File: config.mk
export PLATFORM = sky130hd
export DESIGN_NAME = ws2812_tx
export DESIGN_NICKNAME = d
export VERILOG_FILES = /design/src/rtl/ws2812_tx.sv
export SDC_FILE = /design/constraint.sdc
export NUM_CORES = 1
export LEC_CHECK = 0
export CAP_MARGIN = 0
export CORE_MARGIN = 2
export CORE_UTILIZATION = 35
export CTS_CLUSTER_DIAMETER = 200
export CTS_CLUSTER_SIZE = 10
export DETAILED_ROUTE_END_ITERATION = 10
export SLEW_MARGIN = 20
export SYNTH_ARGS = -nofsm -noshare
export SYNTH_HDL_FRONTEND = slang
export SYNTH_SLANG_ARGS = --single-unit
File: constraint.sdc
create_clock -name clk_i -period 5.5 [get_ports clk_i]
set_clock_uncertainty 0.05 [all_clocks]
set_input_delay 1.375 -clock clk_i [delete_from_list [all_inputs] [get_ports clk_i]]
set_output_delay 1.375 -clock clk_i [all_outputs]
set_load 0.1 [all_outputs]
File: src/rtl/ws2812_tx.sv
// WS2812/SK6812 serial bit encoder: valid/ready pixel words out as NRZ pulse pairs with latch hold.
// Define WS2812_RGBW_EN for 32-bit RGBW words; the default build sends 24-bit GRB.
module ws2812_tx #(
    parameter int T0H_CNT = 20,
    parameter int T1H_CNT = 40,
    parameter int BIT_CNT = 62,
    parameter int RST_CNT = 15000
) (
    input  logic        clk_i,
    input  logic        rst_i,
    input  logic [31:0] in_data_i,
    input  logic        in_last_i,
    input  logic        in_valid_i,
    output logic        in_ready_o,
    output logic        dout_o,
    output logic        busy_o
);

    localparam int MAX_CNT = (BIT_CNT > RST_CNT) ? BIT_CNT : RST_CNT;
    localparam int CW      = (MAX_CNT > 1) ? $clog2(MAX_CNT) : 1;
`ifdef WS2812_RGBW_EN
    localparam int NBITS = 32;
`else
    localparam int NBITS = 24;
`endif
    localparam int IW = $clog2(NBITS);

    localparam logic [CW-1:0] BIT_LAST = CW'(BIT_CNT - 1);
    localparam logic [CW-1:0] RST_LAST = CW'(RST_CNT - 1);
    localparam logic [CW-1:0] T0H      = CW'(T0H_CNT);
    localparam logic [CW-1:0] T1H      = CW'(T1H_CNT);
    localparam logic [IW-1:0] IDX_TOP  = IW'(NBITS - 1);

    typedef enum logic [1:0] {
        S_LATCH,
        S_IDLE,
        S_BIT
    } state_t;

    state_t           state_q, state_d;
    logic [CW-1:0]    cnt_q, cnt_d;
    logic [NBITS-1:0] shift_q, shift_d;
    logic [IW-1:0]    idx_q, idx_d;
    logic             last_q, last_d;
    logic             dout_q;
    logic [NBITS-1:0] load_word;
    logic             bit_end;
    logic             xfer;
    logic [CW-1:0]    th;

`ifdef WS2812_RGBW_EN
    assign load_word = in_data_i;
`else
    logic unused_data_hi;
    assign load_word      = in_data_i[NBITS-1:0];
    assign unused_data_hi = ^in_data_i[31:NBITS];
`endif

    assign bit_end    = (state_q == S_BIT) && (cnt_q == BIT_LAST);
    // Ready during the final cycle of a non-last word lets the next pixel follow with no gap.
    assign in_ready_o = (state_q == S_IDLE) || (bit_end && (idx_q == '0) && !last_q);
    assign xfer       = in_valid_i && in_ready_o;
    assign th         = shift_q[NBITS-1] ? T1H : T0H;
    assign busy_o     = (state_q != S_IDLE);
    assign dout_o     = dout_q;

    always_comb begin
        state_d = state_q;
        cnt_d   = cnt_q + CW'(1);
        shift_d = shift_q;
        idx_d   = idx_q;
        last_d  = last_q;
        case (state_q)
            S_LATCH: begin
                if (cnt_q == RST_LAST) begin
                    state_d = S_IDLE;
                    cnt_d   = '0;
                end
            end
            S_IDLE: begin
                cnt_d = '0;
            end
            S_BIT: begin
                if (bit_end) begin
                    cnt_d = '0;
                    if (idx_q != '0) begin
                        idx_d   = idx_q - IW'(1);
                        shift_d = {shift_q[NBITS-2:0], 1'b0};
                    end else if (last_q) begin
                        state_d = S_LATCH;
                    end else begin
                        // Underrun within a frame: wait in IDLE without latching.
                        state_d = S_IDLE;
                    end
                end
            end
            default: begin
                state_d = S_LATCH;
                cnt_d   = '0;
            end
        endcase
        if (xfer) begin
            state_d = S_BIT;
            cnt_d   = '0;
            shift_d = load_word;
            idx_d   = IDX_TOP;
            last_d  = in_last_i;
        end
    end

    always_ff @(posedge clk_i) begin
        if (rst_i) begin
            state_q <= S_LATCH;
            cnt_q   <= '0;
            shift_q <= '0;
            idx_q   <= '0;
            last_q  <= 1'b0;
            dout_q  <= 1'b0;
        end else begin
            state_q <= state_d;
            cnt_q   <= cnt_d;
            shift_q <= shift_d;
            idx_q   <= idx_d;
            last_q  <= last_d;
            dout_q  <= (state_q == S_BIT) && (cnt_q < th);
        end
    end

endmodule

==> results.md <==
- Outcome: complete, no violations
- Slew margin rel.: 27.5%
- All-Layer GR Usage: 16.1%
- Final hold vios: 0
- Max stage delay on crit path: 530 ps
- Reg clk slew, reported paths: 90 ps
- Post-route DRC violation count: 0
- Starting DRT DRC Count: 194
- Worst EP arrival: 2220 ps
- Crit share post-route: 66.2%
- Max-slew violation count: 0
- Pre-Repair DR Iteration Count: 4
- Io pins: 39
- RSZ-0062 raised after global routing: no
- Num rows: 32
- Synth Instances: 322
- Critical path class: reg2out
- Post-CTS repair timing setup buffer count: 0
- Hold_sp: last_q$_SDFFE_PP0N_
- H-tree depth: 2
- Final min period: 3640 ps
- VDD IR max: 0.0000931 V
- Vias in the first global route: 2277
- Clock Path Buffers: 2
- Cell breakdown of the critical path: and4_1, nand4_2, or4_1, nand2_1, buf_4
- Ant diodes: 0
- Fraction of layout cells with a size suffix above 1: 12.9%
- Seq/Total Area, Yosys: 33.0%
- Total gr overflow: 0
- Leakage: 1.03 nW
- Port Buffers: 30
- CP endpoint kind: output port
- Detailed Place HPWL: 4140 um
- Clk_lat worst skew: 310 ps
- CTS tree: done
- Final wirelength: 6780 um
- TritonCTS Buffers: 5
- Critical path fanouts, max: 9
- Resized cells post-CTS: 0
- Initial antenna violation count: 0
- Least-Margin Pin Slew: 1090 ps
- Routability Congestion: 0.797
- Total nets after synthesis: 365
- Max-cap violations: 0
- Core area: 7810 um2
- Nets: 376
- Distinct cells, synth: 52
- Initial Utilization: 36.5%
- Die footprint: 8890 um2
- Post-route cell area: 3270 um2
- Flop and latch count out of synthesis: 47
- FF-to-FF Start: idx_q[0]$_SDFFE_PP0P_
- Fillers: 792
- Async SR Flop Fraction: 0%
- Synth top area share: 33.0%
- Most common cell after layout, fill and taps aside: dfxtp_1
- Fmax: 275 MHz
- Number of buffers and inverters on the critical path: 1
- Syn Std Cell Area: 2850 um2
- Commonest cells after routing, fill and taps aside: dfxtp_1, nand2_1, inv_1, clkdlybuf4s50_1, o22ai_1
- Via Count: 2468
- Routed len/inst: 15.6 um
- Die width: 94.3 um
- Global-route wire length before repair: 11400 um
- Worst path top cell family by delay: simple AND/OR/NAND/NOR gates
- Ranking of synthesized cells by area: dfxtp_1, a221oi_2, a211o_1
- Pwr dens: 198 nW/um2
- Setup-failing EPs final: 0
- Critical Path Slowest Stage Cell: or4_1
- Post-route ant nets: 0
- CP Launch Type: flop
- Area leader, netlist: dfxtp_1
- CTS Sinks: 47
- Root Buffer: clkbuf_8
- Worst Path Required: 4070 ps
- Hold_buf cts: 0
- Mean Syn Cell Area: 8.86 um2
- Via density: 5.67
- Largest net degree at the start of global routing: 59
- Synth Flop Type: dfxtp_1
- Total negative setup slack: 0 ps
- Area growth syn-to-layout: 14.6%
- DP Area: 3160 um2
- Tightest Hold Check Type: reg2reg
- Critical Path Source: cnt_q[2]$_SDFF_PP0_
- Die Ht: 94.3 um
- Number of flops mapped to enable cells by yosys: 0
- Synth Warn #: 0
-- layer usage --
metal	global-route usage [%]	vias up	part of all wire, %
met5	0	-	0
met4	4.71	0	1.2
met3	3.13	8	5.4
met2	23.8	53	42
met1	23.4	1175	51
li1	-	1232	-
-- worst register-to-register path: cells and delay by family (launching register included) --
family          cells  cell delay [ps]
compound gates      2              910
fa+ha+maj           1              160
buf+inv             2              350
flops               1              330
simple gates        2             1060
-- power by group --
part / internal [mW] / switching [mW] / leakage, nW / total, mW
clock: 0.133 / 0.122 / 0.0502 / 0.255
combinational: 0.0239 / 0.0219 / 0.597 / 0.0457
sequential: 0.342 / 0.00364 / 0.379 / 0.346
total: 0.499 / 0.148 / 1.03 / 0.647
-- registers in the layout, summed over array words and instances, names as in the netlist --
register / count
last_q: 1
shift_q: 24
cnt_q: 14
state_q: 2
idx_q: 5
dout_o: 1
-- cells in the mapped netlist, types with 3 or more instances --
cell / n
dfxtp_1: 47
or4_1: 3
nand4_1: 7
and4_1: 3
nor3_1: 18
a221oi_2: 20
buf_6: 3
xnor2_1: 6
buf_2: 7
a31oi_1: 3
nand2b_1: 5
o21ai_0: 5
a21oi_1: 4
inv_1: 29
ha_1: 7
xor2_1: 6
buf_4: 3
nor2_1: 3
nor4_1: 5
a211o_1: 23
nand2_1: 30
nand3_1: 8
a221oi_1: 3
o22ai_1: 24
clkbuf_1: 16
-- logic make-up (layout without fill, tap and decap cells) --
logic type	Yosys count	in the layout	share of synthesized area (%)
AND/OR/NAND/NOR	100	100	20.0
XOR/XNOR	12	12	3.68
adder cells (fa/ha/maj)	7	7	3.07
AO/OA/AOI/OAI	96	96	30.9
flip-flops	47	47	33.0
buffers and inverters	60	71	9.39
-- area by class of cell --
type | count | area, um2 | area share, %
clock buffers | 5 | 68.8 | 2.10
clock inverters | 2 | 37.5 | 1.15
inverters | 29 | 109 | 3.33
multi-input cells | 215 | 1650 | 50.5
flip-flops and latches | 47 | 941 | 28.8
well taps | 102 | 128 | 3.90
repair buffers | 35 | 335 | 10.3
-- stage by stage --
step	std cells	hold slack (ps)	total power, mW	setup WS (ps)	utilization, %
floorplan	322	407	0.376	1640	-
global placement	428	437	0.399	1740	40.4
detailed placement	428	437	0.399	1710	40.4
CTS	435	451	0.650	1860	41.8
global route	435	492	0.671	1720	41.9
finish	435	447	0.647	1860	41.9
-- final timing paths --
kind	end	slack, ps	cells past startpoint
setup / recovery	in_ready_o	1860	5
hold / removal	last_q$_SDFFE_PP0N_	450	2
setup reg to reg	idx_q[3]$_SDFFE_PP0P_	2550	7
hold reg to reg	last_q$_SDFFE_PP0N_	450	2
(Power assumes the default switching activity.)
